[src/rtl/zxuno_audio_mixer_sd.sv]
// Time-multiplexed NCH-channel volume/pan mixer feeding two first-order
// sigma-delta PDM outputs, configured through ZX-Uno registers.
module zxuno_audio_mixer_sd #(
   parameter int          NCH     = 6,
   parameter int          SW      = 8,
   parameter int          DACW    = 10,
   parameter logic [7:0]  REGBASE = 8'h50
) (
   input  logic              clk,
   input  logic              rst_n,
   input  logic [NCH*SW-1:0] ch_in,
   input  logic [7:0]        addr,
   input  logic              ior,
   input  logic              iow,
   input  logic [7:0]        din,
   output logic [7:0]        dout,
   output logic              oe_n,
   output logic              audio_l,
   output logic              audio_r,
   output logic              frame_stb
);

   localparam int CW   = $clog2(NCH);
   localparam int PW   = SW + 4;
   localparam int ACCW = SW + 4 + CW;
   localparam int PHW  = $clog2(NCH + 1);

   logic [5:0]      chreg [NCH];
   logic [1:0]      mreg;
   logic [PHW-1:0]  ph;
   logic [ACCW-1:0] acc_l, acc_r;
   logic [DACW-1:0] lvl_l, lvl_r;
   logic [DACW:0]   sd_l, sd_r;

   logic [SW-1:0]   cur_s;
   logic [5:0]      cur_r;
   logic [PW-1:0]   prod;
   logic [ACCW-1:0] add_l, add_r;
   logic            unused_din;

   assign unused_din = ^din[7:6];

   // Top DACW bits of the accumulator; the sum cannot overflow, so plain truncation.
   function automatic logic [DACW-1:0] trunc_lvl(input logic [ACCW-1:0] a);
      return DACW'(a >> (ACCW - DACW));
   endfunction

   always_ff @(posedge clk) begin
      if (!rst_n) begin
         for (int i = 0; i < NCH; i++) chreg[i] <= 6'h3F;
         mreg <= 2'b00;
      end else if (iow) begin
         for (int i = 0; i < NCH; i++)
            if (addr == REGBASE + 8'(i)) chreg[i] <= din[5:0];
         if (addr == REGBASE + 8'(NCH)) mreg <= din[1:0];
      end
   end

   always_comb begin
      dout = 8'h00;
      oe_n = 1'b1;
      if (ior) begin
         for (int i = 0; i < NCH; i++)
            if (addr == REGBASE + 8'(i)) begin
               dout = {2'b00, chreg[i]};
               oe_n = 1'b0;
            end
         if (addr == REGBASE + 8'(NCH)) begin
            dout = {6'b000000, mreg};
            oe_n = 1'b0;
         end
      end
   end

   // Stage: select the channel being processed this clock and scale it.
   always_comb begin
      cur_s = '0;
      cur_r = '0;
      for (int i = 0; i < NCH; i++)
         if (ph == PHW'(i)) begin
            cur_s = ch_in[i*SW +: SW];
            cur_r = chreg[i];
         end
   end

   assign prod  = PW'(cur_s) * PW'(cur_r[3:0]);
   assign add_l = cur_r[4] ? ACCW'(prod) : '0;
   assign add_r = cur_r[5] ? ACCW'(prod) : '0;

   // Stage: accumulate per side, latch levels once every NCH+1 clocks.
   always_ff @(posedge clk) begin
      if (!rst_n) begin
         ph        <= '0;
         acc_l     <= '0;
         acc_r     <= '0;
         lvl_l     <= '0;
         lvl_r     <= '0;
         frame_stb <= 1'b0;
      end else begin
         frame_stb <= 1'b0;
         if (ph == PHW'(NCH)) begin
            ph        <= '0;
            frame_stb <= 1'b1;
            if (mreg[0]) begin
               lvl_l <= '0;
               lvl_r <= '0;
            end else if (mreg[1]) begin
               lvl_l <= trunc_lvl(acc_r);
               lvl_r <= trunc_lvl(acc_l);
            end else begin
               lvl_l <= trunc_lvl(acc_l);
               lvl_r <= trunc_lvl(acc_r);
            end
         end else begin
            ph <= ph + PHW'(1);
            if (ph == '0) begin
               acc_l <= add_l;
               acc_r <= add_r;
            end else begin
               acc_l <= acc_l + add_l;
               acc_r <= acc_r + add_r;
            end
         end
      end
   end

   // Stage: first-order sigma-delta; the carry out is the PDM bit.
   always_ff @(posedge clk) begin
      if (!rst_n) begin
         sd_l <= '0;
         sd_r <= '0;
      end else begin
         sd_l <= {1'b0, sd_l[DACW-1:0]} + {1'b0, lvl_l};
         sd_r <= {1'b0, sd_r[DACW-1:0]} + {1'b0, lvl_r};
      end
   end

   assign audio_l = sd_l[DACW];
   assign audio_r = sd_r[DACW];

endmodule
[config.mk]
export PLATFORM = sky130hd
export DESIGN_NAME = zxuno_audio_mixer_sd
export DESIGN_NICKNAME = d
export VERILOG_FILES = /design/src/rtl/zxuno_audio_mixer_sd.sv
export SDC_FILE = /design/constraint.sdc
export NUM_CORES = 1
export LEC_CHECK = 0
export ABC_AREA = 1
export ABC_CLOCK_PERIOD_IN_PS = 4700
export BUFFER_PORTS_ARGS = -buffer_cell sky130_fd_sc_hd__buf_4
export CAP_MARGIN = 25
export CORE_MARGIN = 4
export CORE_UTILIZATION = 55
export CTS_CLUSTER_DIAMETER = 150
export DETAILED_ROUTE_END_ITERATION = 8
export HOLD_SLACK_MARGIN = 0.12
export PLACE_DENSITY = 0.85
export SYNTH_ARGS = -nofsm -noshare
export SYNTH_HDL_FRONTEND = slang
export SYNTH_SLANG_ARGS = --single-unit
[constraint.sdc]
create_clock -name clk -period 4.7 [get_ports clk]
set_input_delay 0.94 -clock clk [delete_from_list [all_inputs] [get_ports clk]]
set_output_delay 0.94 -clock clk [all_outputs]
set_load 0.01 [all_outputs]
After elaboration in Yosys (flattened, before gate mapping)
Memory sizes are Yosys's and may differ from the RTL's. Cells that the tools add are included.

Bits in writable memories: 36. Register bits: 78. Logic and storage cells: 107. Memories: 1. Output and inout bits: 12. Input port bits: 68.

Equal/unequal tests: 13. Reduce and logical (&&, ||, !) cells: 3. Multiplexer cells: 68. Bitwise operators: 7. Multipliers: 1. Add/sub/neg operators: 5.

Memory list: chreg (words 6, bits a word 6, read ports 6, clocked after Yosys merged registers in 0, write ports 6, line 28) `logic [5:0] chreg [NCH];`.

Operator list (number): $mux 8 (13); $mux 6 (13); $eq 8x7->1 const B (7); $mux 10 (4); $mux 1 (34); $add 15x12->15 (2); $mux 15 (2); $mux 12 (2); $add 10x10->11 (2); $mul 8x4->12 (1); $eq 3x3->1 const B (3); $eq 3x2->1 const B (2); $or 1x1->1 (6); $add 3x1->3 const B (1); $eq 3x1->1 const B (1); $logic_not 3->1 (1); $reduce_and 2->1 (1); $reduce_or 2->1 (1); $not 1->1 (1).

Logic depth before layout (Yosys ltp)
Word-level depth: 11. Mapped depth: 41. Mapped depth without buffers: 39.

Least setup slack after synthesis
No wires, ideal clock.

Path kind: reg-to-reg. Start: register ph[0]. End: register acc_r[14]. Setup time: 0.076 ns. Path buffers: 1. Path slack: -0.435 ns. Arrival: 5.060 ns. Data required time: 4.624 ns. Stages on the path, launching flop included: 33. Period minus slack after synthesis: 5.135 ns. Cell sequence: dfxtp_1 inv_1 ha_1 nand2_2 buf_2 o21ai_0 a21oi_1 o21ai_1 o211ai_1 nand2_1 o21ai_2 nor2_1 fa_1 inv_1 fa_1 inv_1 ha_1 a21oi_1 nor2_1 a211oi_1 nand2_1 nand2_1 nand2_1 nand2_1 inv_1 ha_1 nand2_1 nor2_1 inv_1 o211ai_1 nand2_1 or2_2 a21boi_0.

Word-level cells in the longest chain between the ends: 11. Elaborated cells on any way between the ends: 23. Classes of those cells: add/sub: 1; mul: 1; eq/ne: 6; mux: 14; reduce/logical: 1.

RTL lines: from (decl) (line 30) `logic [PHW-1:0] ph;`; from (signal assigned) (line 115) `ph <= ph + PHW'(1);`; $logic_not 3->1 (line 80, 116); $mux 8 / $mux 6 (equally long branches) (6 in series) (line 80) `if (ph == PHW'(i)) begin`; $mul 8x4->12 (line 86) `assign prod = PW'(cur_s) * PW'(cur_r[3:0]);`; $mux 12 (line 88) `assign add_r = cur_r[5] ? ACCW'(prod) : '0;`; $add 15x12->15 (line 121) `acc_r <= acc_r + add_r;`; $mux 15 (line 116) `if (ph == '0) begin`; to (signal assigned) (line 118) `acc_r <= add_r;`; to (signal assigned) (line 121); to (decl) (line 31) `logic [ACCW-1:0] acc_l, acc_r;`.

Several ways; a longest one is shown, not always the timed one. A chain may end at the register's enable or synchronous reset.

Final worst setup path
Start: register ph[0]. End: register acc_l[10].

Word-level cells in the longest chain between the ends: 11. Elaborated cells on any way between the ends: 23. Classes of those cells: add/sub: 1; mul: 1; eq/ne: 6; mux: 14; reduce/logical: 1.

RTL lines: $logic_not 3->1 (line 80, 116); $mux 8 / $mux 6 (equally long branches) (6 in series) (line 80); $mul 8x4->12 (line 86); $mux 12 (line 87) `assign add_l = cur_r[4] ? ACCW'(prod) : '0;`; $add 15x12->15 (line 120) `acc_l <= acc_l + add_l;`; $mux 15 (line 116); to (signal assigned) (line 117) `acc_l <= add_l;`; to (signal assigned) (line 120); to (decl) (line 31).

Several ways; a longest one is shown, not always the timed one.

==> reports/results.ini <==
[run_status]
status = complete, but fails checks
violations = negative setup slack

[synth]
synth_cells = 1316
seq_area_frac_synth_pct = 30.1
ys_warn_count = 0
ys_seq_elements = 114
ys_types = 41
synth_area_um2 = 8770
synth_area_per_cell_um2 = 6.66

[floorplanning]
start_util_pct = 56.8
io-pin-count = 80
fp-row-count = 45
die_area_um2 = 18000
die-width_um = 134
core_area_um2 = 15400
die_y_um = 134

[critical_path]
critPathSlowestCell = fa_1
crit_path_end_kind = flip-flop
crit_top_cell = nand2_2
cp_slowest_stage_delay_ns = 0.54
cp.arrival_ns = 5.96
critPathMaxFanout = 5
start_kind = flip-flop
critPathRequiredTime_ns = 5.02
crit_type = reg -> reg

[cells_and_area]
drive_gt1_share_pct = 29.4
final_common_cell = nand2_1
fill_cells = 934
fin_cells = 1723
num_antenna_cells = 0
syn2layout_area_growth_pct = 38.2
nNetsFinal = 1648
final_cell_mix = nand2_1, buf_4, inv_1, nor2_1, dfxtp_1

[power]
power_switching_w = 0.00242
p_comb_share_pct = 55.9
p_per_area_nw_per_um2 = 459
irDropWorstVdd_v = 0.000464
internal_power_w = 0.00314
seq_power_share_pct = 21.5
clkPwrFrac_pct = 22.6
switching_share_pct = 43.5
cellLeakagePower_nw = 5.94

[routing]
drc = 0
vias_per_cell = 6.07
avgRoutedWirePerCell_um = 19.2
dr.first_iter.drc_count = 1575
routed_wl_um = 33100
firstDrtPassIters = 8
antenna_left = 0
vias = 10500

[timing]
tightestPinTransition_ns = 0.959
finalCritPeriodShare_pct = 120
setup_viol = 23
maxSlewHeadroom_pct = 35.4
skew_ns = 0.00806
clock.fmax_ghz = 0.177
min_period_ns = 5.64
hold_viol = 0
rsz0062_at_grt = yes
tns_ns = -14.58
setup_ws_ns = -0.943
slew_violations = 0

[clock_network]
htreeDepth = 4
cts_root_buf = clkbuf_16
clk_latency_ns = 0.42
cts.sinks = 114
cts_buffers = 17
clock_path_buffers = 2
cts_tree = done
clk_pin_slew_ns = 0.06

[placement]
dpl.cell_count = 1660
port-buffer-count = 75
gp_congestion = 0.968
hpwl_um = 18800
post-place-ws_ns = -0.760

[global_routing]
grt_use_met3_pct = 7.05
met2_usage_pct = 48.8
grt_pass1_vias = 9169
grt_remaining_overflow = 0
grt.busiest_layer = met2
antenna_found_initial = 0
grtUsageTotal_pct = 29.7
grt_pass1_wl_um = 43200
met1_usage_pct = 38.0
grt_max_degree = 39

[run]
max_cap_viol_count = 0

[min_path]
hold_path_class = reg -> reg

-- power groups by stage --
stage | Clock (W) | Combinational, W | Sequential, W
after floorplan | 0 | 0.00139 | 0.00117
after global placement | 0 | 0.00206 | 0.00119
after detailed placement | 0 | 0.00213 | 0.00120
after CTS | 0.00125 | 0.00238 | 0.00119
after global routing | 0.00129 | 0.00328 | 0.00120
final | 0.00126 | 0.00311 | 0.00120
-- registers in the layout (all words and copies together) (netlist names) --
signal	flops
ph	3
chreg	36
acc_l	15
lvl_r	10
frame_stb	1
sd_r	11
mreg	2
acc_r	15
lvl_l	10
sd_l	11
-- synthesized netlist by cell type --
| library cell | number | area share (%) |
|---|---|---|
| nor2_1 | 108 | 4.6 |
| o21ai_0 | 98 | 5.6 |
| o32ai_1 | 2 | 0.20 |
| xnor2_1 | 5 | 0.50 |
| nand2_1 | 407 | 17 |
| o21bai_1 | 1 | 0.086 |
| o21a_1 | 2 | 0.17 |
| a21boi_0 | 1 | 0.086 |
| a21o_1 | 3 | 0.26 |
| nor3_2 | 3 | 0.34 |
| inv_1 | 212 | 9.1 |
| o211ai_1 | 16 | 1.4 |
| a22oi_1 | 1 | 0.086 |
| dfxtp_1 | 78 | 18 |
| o31ai_1 | 2 | 0.17 |
| buf_4 | 6 | 0.51 |
| inv_2 | 2 | 0.086 |
| edfxtp_1 | 36 | 12 |
| fa_1 | 16 | 3.7 |
| a31oi_1 | 2 | 0.14 |
| xor2_1 | 11 | 1.1 |
| o31a_1 | 2 | 0.20 |
| clkbuf_1 | 18 | 0.77 |
| buf_1 | 3 | 0.13 |
| o22ai_1 | 1 | 0.071 |
| o2111ai_1 | 3 | 0.30 |
| nand3_1 | 68 | 3.9 |
| a21oi_4 | 1 | 0.19 |
| ha_1 | 65 | 9.3 |
| a211oi_1 | 1 | 0.086 |
| mux2i_1 | 16 | 1.8 |
| a21oi_1 | 70 | 4.0 |
| nor2_2 | 2 | 0.14 |
| conb_1 | 1 | 0.043 |
| nor3_1 | 14 | 0.80 |
| nand4_1 | 14 | 1.0 |
| o21ai_1 | 5 | 0.29 |
| nand2_2 | 3 | 0.21 |
| or2_2 | 5 | 0.36 |
| o21ai_2 | 3 | 0.30 |
| buf_2 | 9 | 0.51 |
-- logic make-up after synthesis --
group                    after synthesis  synth area share [%]
AO/OA/AOI/OAI                        214                  13.6
XOR/XNOR                              16                  1.60
adder cells (fa/ha/maj)               81                  12.9
buffers and inverters                250                  11.1
flip-flops                           114                  30.1
multiplexers                          16                  1.83
other                                  1                0.0428
AND/OR/NAND/NOR                      624                  28.8
-- metal layers --
| metal | vias to the layer above | part of all wire, % |
|---|---|---|
| met3 | 265 | 13 |
| met4 | 0 | 7.2 |
| li1 | 4590 | - |
| met2 | 861 | 46 |
| met1 | 4747 | 34 |
| met5 | - | 0 |
-- final cells by class --
type / count / area, um^2 / area share (%)
timing repair buffer: 199 / 1630 / 13.5
tap: 211 / 264 / 2.18
multi-input combinational: 953 / 6190 / 51.1
clock buffer: 18 / 439 / 3.63
clock inverter: 14 / 128 / 1.05
sequential: 114 / 2650 / 21.9
inverter: 214 / 813 / 6.71
-- final timing paths --
check	start	to	slack (ns)	depth (start not counted)
hold reg to reg	acc_r[0]	acc_r[0]	0.46	2
hold / removal	acc_r[0]	acc_r[0]	0.46	2
setup reg to reg	ph[0]	acc_l[10]	-0.94	38
setup / recovery	ph[0]	acc_l[10]	-0.94	38
-- timing repair --
action,in CTS,in global routing
endpoints found under the setup margin,24,24
gates resized for setup,72,147
hold buffers,0,0
gates cloned,0,1
buffers inserted,14,19
pin swaps,36,70
-- worst max-delay path, delay by kind of cell, from the launching register on --
| kind | cells | cell delay (ns) |
|---|---|---|
| compound gates | 4 | 0.50 |
| flops | 1 | 0.39 |
| simple gates | 19 | 1.83 |
| fa+ha+maj | 5 | 1.75 |
| xor+xnor | 1 | 0.27 |
| buf+inv | 9 | 0.77 |
-- through the flow --
step | util (%) | power, W | hold slack, ns | cell area, um^2
floorplan | - | 0.00256 | 0.432 | 9080
global placement | 68.0 | 0.00325 | 0.444 | 10500
detailed placement | 68.0 | 0.00332 | 0.453 | 10500
CTS | 74.1 | 0.00481 | 0.463 | 11400
global route | 78.5 | 0.00577 | 0.482 | 12100
finish | 78.5 | 0.00556 | 0.463 | 12100
Note: power is estimated with default switching activity, not from simulation.
